<file path="src/rtl/timer_pkg.sv">
// ============================================================================
//  Module      : timer_pkg
//  Description : Shared definitions for the memory-mapped down-counter timer:
//                register offsets, FSM state encodings, mode codes and CTRL
//                bit positions.
//  Revision    : 1.0 - initial release
// ============================================================================
`default_nettype none

package timer_pkg;

  // Register offsets as decoded from Addr[3:2]
  localparam logic [1:0] TIMER_CTRL   = 2'd0;
  localparam logic [1:0] TIMER_PRESET = 2'd1;
  localparam logic [1:0] TIMER_COUNT  = 2'd2;

  // Counter FSM state encodings
  localparam logic [1:0] TIMER_IDLE = 2'd0;
  localparam logic [1:0] TIMER_LOAD = 2'd1;
  localparam logic [1:0] TIMER_CNT  = 2'd2;
  localparam logic [1:0] TIMER_INT  = 2'd3;

  // CTRL.Mode codes; codes 2 and 3 fall back to one-shot behaviour
  localparam logic [1:0] TIMER_MODE_ONESHOT = 2'd0;
  localparam logic [1:0] TIMER_MODE_AUTO    = 2'd1;

  // CTRL bit positions
  localparam int CTRL_EN_BIT   = 0;
  localparam int CTRL_MODE_LSB = 1;
  localparam int CTRL_MODE_MSB = 2;
  localparam int CTRL_IM_BIT   = 3;

endpackage

`default_nettype wire

</file>
<file path="src/rtl/timer_counter.sv">
// ============================================================================
//  Module      : timer_counter
//  Description : Programmable 32-bit down-counter peripheral with CTRL, PRESET
//                and COUNT registers and a maskable interrupt request.
//                Build option TIMER_AUTORELOAD_EN enables Mode 1 (auto-reload
//                with a one-cycle IRQ pulse); without it every mode is
//                one-shot with a level IRQ.
//  Revision    : 1.0 - initial release
// ============================================================================
`default_nettype none

module timer_counter
  import timer_pkg::*;
(
  input  logic        clk,
  input  logic        reset,
  input  logic [31:0] Addr,
  input  logic        WE,
  input  logic [31:0] Din,
  output logic [31:0] Dout,
  output logic        IRQ
);

  logic [1:0]  r_state;
  logic [1:0]  w_state_next;
  logic        r_enable;
  logic [1:0]  r_mode;
  logic        r_im;
  logic [31:0] r_preset;
  logic [31:0] r_count;
  logic        r_irq_flag;

  logic [1:0]  w_sel;
  logic        w_wr_ctrl;
  logic        w_wr_preset;
  logic        w_autoreload;
  logic        w_count_gt1;
  logic        w_load;
  logic        w_dec;
  logic        w_expire;
  logic        w_stop_en;
  logic        w_pulse_end;
  logic        w_unused_addr;

  assign w_sel         = Addr[3:2];
  assign w_unused_addr = ^{Addr[31:4], Addr[1:0]};
  assign w_wr_ctrl     = WE && (w_sel == TIMER_CTRL);
  assign w_wr_preset   = WE && (w_sel == TIMER_PRESET);
  assign w_count_gt1   = (r_count > 32'd1);

`ifdef TIMER_AUTORELOAD_EN
  assign w_autoreload = (r_mode == TIMER_MODE_AUTO);
`else
  assign w_autoreload = 1'b0;
`endif

  // State register
  always_ff @(posedge clk) begin
    if (reset) begin
      r_state <= TIMER_IDLE;
    end else begin
      r_state <= w_state_next;
    end
  end

  // Next-state decision from pre-edge register values
  always_comb begin
    w_state_next = r_state;
    case (r_state)
      TIMER_IDLE: if (r_enable) w_state_next = TIMER_LOAD;
      TIMER_LOAD: w_state_next = TIMER_CNT;
      TIMER_CNT: begin
        if (!r_enable)        w_state_next = TIMER_IDLE;
        else if (!w_count_gt1) w_state_next = TIMER_INT;
      end
      default:    w_state_next = TIMER_IDLE;
    endcase
  end

  // Per-state datapath strobes
  always_comb begin
    w_load      = 1'b0;
    w_dec       = 1'b0;
    w_expire    = 1'b0;
    w_stop_en   = 1'b0;
    w_pulse_end = 1'b0;
    case (r_state)
      TIMER_LOAD: w_load = 1'b1;
      TIMER_CNT: begin
        if (r_enable) begin
          if (w_count_gt1) w_dec    = 1'b1;
          else             w_expire = 1'b1;
        end
      end
      TIMER_INT: begin
        // Auto-reload keeps Enable so IDLE immediately reloads; the flag
        // is dropped on the way out to make the IRQ a single-cycle pulse.
        if (w_autoreload) w_pulse_end = 1'b1;
        else              w_stop_en   = 1'b1;
      end
      default: ;
    endcase
  end

  // Register file, counter and interrupt flag; CPU writes override the FSM
  always_ff @(posedge clk) begin
    if (reset) begin
      r_enable   <= 1'b0;
      r_mode     <= TIMER_MODE_ONESHOT;
      r_im       <= 1'b0;
      r_preset   <= 32'd0;
      r_count    <= 32'd0;
      r_irq_flag <= 1'b0;
    end else begin
      if (w_wr_ctrl) begin
        r_enable <= Din[CTRL_EN_BIT];
        r_mode   <= Din[CTRL_MODE_MSB:CTRL_MODE_LSB];
        r_im     <= Din[CTRL_IM_BIT];
      end else if (w_stop_en) begin
        r_enable <= 1'b0;
      end

      if (w_wr_preset) r_preset <= Din;

      if (w_load)        r_count <= r_preset;
      else if (w_dec)    r_count <= r_count - 32'd1;
      else if (w_expire) r_count <= 32'd0;

      // Setting the flag beats a same-edge clear from a CPU write
      if (w_expire)
        r_irq_flag <= 1'b1;
      else if (w_wr_ctrl || w_wr_preset || w_pulse_end)
        r_irq_flag <= 1'b0;
    end
  end

  // Combinational read mux
  always_comb begin
    Dout = 32'd0;
    case (w_sel)
      TIMER_CTRL:   Dout = {28'd0, r_im, r_mode, r_enable};
      TIMER_PRESET: Dout = r_preset;
      TIMER_COUNT:  Dout = r_count;
      default:      Dout = 32'd0;
    endcase
  end

  // IRQ is a gate of two flops, so it never glitches on bus activity
  assign IRQ = r_im & r_irq_flag;

endmodule

`default_nettype wire

</file>
<file path="config.mk">
export PLATFORM = sky130hd
export DESIGN_NAME = timer_counter
export DESIGN_NICKNAME = d
export VERILOG_FILES = /design/src/rtl/timer_pkg.sv /design/src/rtl/timer_counter.sv
export SDC_FILE = /design/constraint.sdc
export NUM_CORES = 1
export LEC_CHECK = 0
export BUFFER_PORTS_ARGS = -buffer_cell sky130_fd_sc_hd__buf_2
export CORE_ASPECT_RATIO = 1.75
export CORE_MARGIN = 2
export CORE_UTILIZATION = 53
export CTS_CLUSTER_SIZE = 14
export DETAILED_ROUTE_END_ITERATION = 10
export GPL_ROUTABILITY_DRIVEN = 0
export GPL_TIMING_DRIVEN = 0
export PLACE_DENSITY = 0.8
export SLEW_MARGIN = 20
export SYNTH_ARGS = -nofsm -noshare
export SYNTH_HDL_FRONTEND = slang
export SYNTH_SLANG_ARGS = --single-unit
</file>
<file path="constraint.sdc">
create_clock -name clk -period 2.37 [get_ports clk]
set_input_delay 0.474 -clock clk [delete_from_list [all_inputs] [get_ports clk]]
set_output_delay 0.474 -clock clk [all_outputs]
set_load 0.01 [all_outputs]
</file>
==> flow_summary_export.csv <==
group,metric,value,unit
timing,slew_headroom,51.8,%
floorplanning,dieWidth,68.2,µm
synthesis,yosysMostFrequentCell,"nand2_1",
cts,cts_inserted_buffers,9,
synthesis,synth_warnings,0,
final_layout,fin_nets,624,
global_route,grt_pass1_wl,18.8,mm
min_path,hold_path.class,"in -> reg",
timing,drv_slew,0,
final_layout,final.fill_count,630,
floorplanning,core_area,0.00708,mm²
synthesis,synth_area,0.00382,mm²
timing,min_period,2.33,ns
placement,pre_cts_ws,-0.546,ns
cts,clk_pin_slew,0.05,ns
route,num_vias,4020,
route,post_drt_via_cell_ratio,6.25,
floorplanning,start_util,54.0,%
final_layout,multiInputGateArea,0.00224,mm²
route,route.detailed.drc,0,
synthesis,syn_area_per_cell,8.05,µm²
placement,dpl-instance-area,0.00427,mm²
worst_setup_path,crit_arrival,2.53,ns
synthesis,synth_cell_types,49,
final_layout,area_growth,20.7,%
timing,timing.setup.tns,0,ns
timing,skew,0.00689,ns
power,leakagePower,1.85,nW
floorplanning,row_count,41,
synthesis,syn-num-nets,544,
route,antenna_left,0,
synthesis,yosysSeqAreaShare,37.2,%
synthesis,synth_top_area_cell,"dfxtp_1",
cts,clkSinkCount,71,
worst_setup_path,cp-start-kind,"flop",
timing,fin_ws,0.0414,ns
placement,placed_cells,628,
global_route,grt_pass1_vias,3809,
final_layout,final_cells,643,
synthesis,async_reset_ff_share,0,%
route,drtIter0Drc,451,
final_layout,fin_area,0.00461,mm²
cts,ctsLongestPathBuffers,2,
synthesis,synth.area.top_cells,"dfxtp_1 37%, nand2_1 8.2%, a21oi_1 7.7%, a22o_1 6.6%, a22oi_1 4.1%",
global_route,antenna_found_initial,0,
synthesis,synth_top_area_share,37.2,%
status,status,"finished clean",
timing,worst_pin_slew,0.723,ns
cts,cts_max_level,3,
timing,fmax,429,MHz
final_layout,drive_above_1_share,21.4,%
power,total_power,2.69,mW
floorplanning,ios,100,
timing,finalSetupViolCount,0,
floorplanning,dieHeight,116,µm
route,wirelength,11.9,mm
route,drt_pass1_iterations,5,
synthesis,synthCells,475,
power,irDropWorstVdd,0.515,mV
final_layout,fin_util,65.1,%
timing,hold_ws,0.373,ns
synthesis,ys.flop_type,"dfxtp_1",
timing,hold_viol,0,
power,power.density,584,mW/mm²
route,drt-wirelength-per-cell,18.6,µm
final_layout,seqCellArea,0.00142,mm²
placement,hpwlAfterDp,8.47,mm
synthesis,synthTopCellsByCount,"84 x nand2_1, 71 x dfxtp_1, 59 x a21oi_1, 30 x clkbuf_1, 29 x a22o_1",
cts,cts_root_buffer,"clkbuf_16",
synthesis,synth_edf_count,0,
cts,clk_latency,0.34,ns
worst_setup_path,crit_type,"reg -> reg",
global_route,grt_max_degree,11,
timing,period_share,98.3,%
worst_setup_path,cp.required,2.57,ns
cts,cts_tree,"yes",
synthesis,ys_ff_latch,71,
worst_setup_path,reg2reg_slack,0.04,ns
final_layout,antenna_cells,0,
placement,portBuffers,67,
global_route,grt_usage,31.8,%
run,drv_cap,0,
global_route,grt-ovfl-total,0,
floorplanning,die-area,0.00793,mm²
worst_setup_path,end_kind,"flop",
worst_setup_path,crit_path_max_fanout,10,
-- kinds of logic after synthesis --
group,synth area share (%)
XOR/XNOR,2.06
adder cells (fa/ha/maj),0.655
flip-flops,37.2
AND/OR/NAND/NOR,24.3
buffers and inverters,5.56
multiplexers,1.83
AO/OA/AOI/OAI,28.4
-- per-layer routing --
layer  vias to the layer above  routed length (µm)  GRT usage, %
li1                       1910                   -             -
met1                      1872                4340          34.9
met2                       188                6100          52.2
met3                        50                 839          7.23
met4                         0                 663          23.3
met5                         -                   0             0
-- flip-flops by register name, summed over array words and instances (netlist names) --
signal      count
r_enable        1
r_mode          2
r_count        32
r_preset       32
r_irq_flag      1
r_im            1
r_state         2
-- layout make-up --
cell class,instances,area share (%)
Multi-Input combinational cell,360,48.5
Inverter,4,0.326
Tap cell,86,2.33
Clock inverter,1,0.109
Buffer,40,4.56
Sequential cell,71,30.8
Clock buffer,12,5.78
Timing Repair Buffer,69,7.60
-- worst max-delay path: stages, from the launching register on --
cell and delay (ns):
dfxtp_1 0.38, nor4_4 0.53, nand3_1 0.31, buf_2 0.29, o311ai_0 0.41, o41a_1 0.21, a21oi_1 0.05
-- repair_timing --
action	4_1_cts	5_1_grt
gates cloned	0	0
resized for setup	9	9
hold buffers	0	0
setup endpoints to repair	34	29
pin swaps	0	1
buffers inserted	0	2
-- cell usage in the layout, fill, tap and decap left out, types with 9 or more instances in the layout --
cell / synthesis / routed
o21ai_0: 15 / 15
clkbuf_1: 30 / 24
nor3_1: 11 / 10
a21oi_1: 59 / 59
nor2_1: 22 / 22
nand2_1: 84 / 84
a22oi_1: 21 / 21
dfxtp_1: 71 / 71
clkbuf_16: 0 / 9
buf_2: 2 / 71
a22o_1: 29 / 29
nand3_1: 9 / 9
-- final timing paths --
path / cells past startpoint / end / from
min reg2reg: 2 / r_preset[12]$_SDFFE_PP0P_ / r_preset[12]$_SDFFE_PP0P_
max: 6 / r_count[25]$_SDFFE_PP0P_ / r_count[0]$_SDFFE_PP0P_
min: 3 / r_preset[6]$_SDFFE_PP0P_ / Din[6]
max reg2reg: 6 / r_count[25]$_SDFFE_PP0P_ / r_count[0]$_SDFFE_PP0P_
-- power breakdown --
part / total [mW] / internal [mW] / switching [mW]
logic: 0.213 / 0.0778 / 0.135
registers: 1.24 / 1.22 / 0.0194
clock network: 1.25 / 0.773 / 0.472
(Power assumes the default switching activity.)
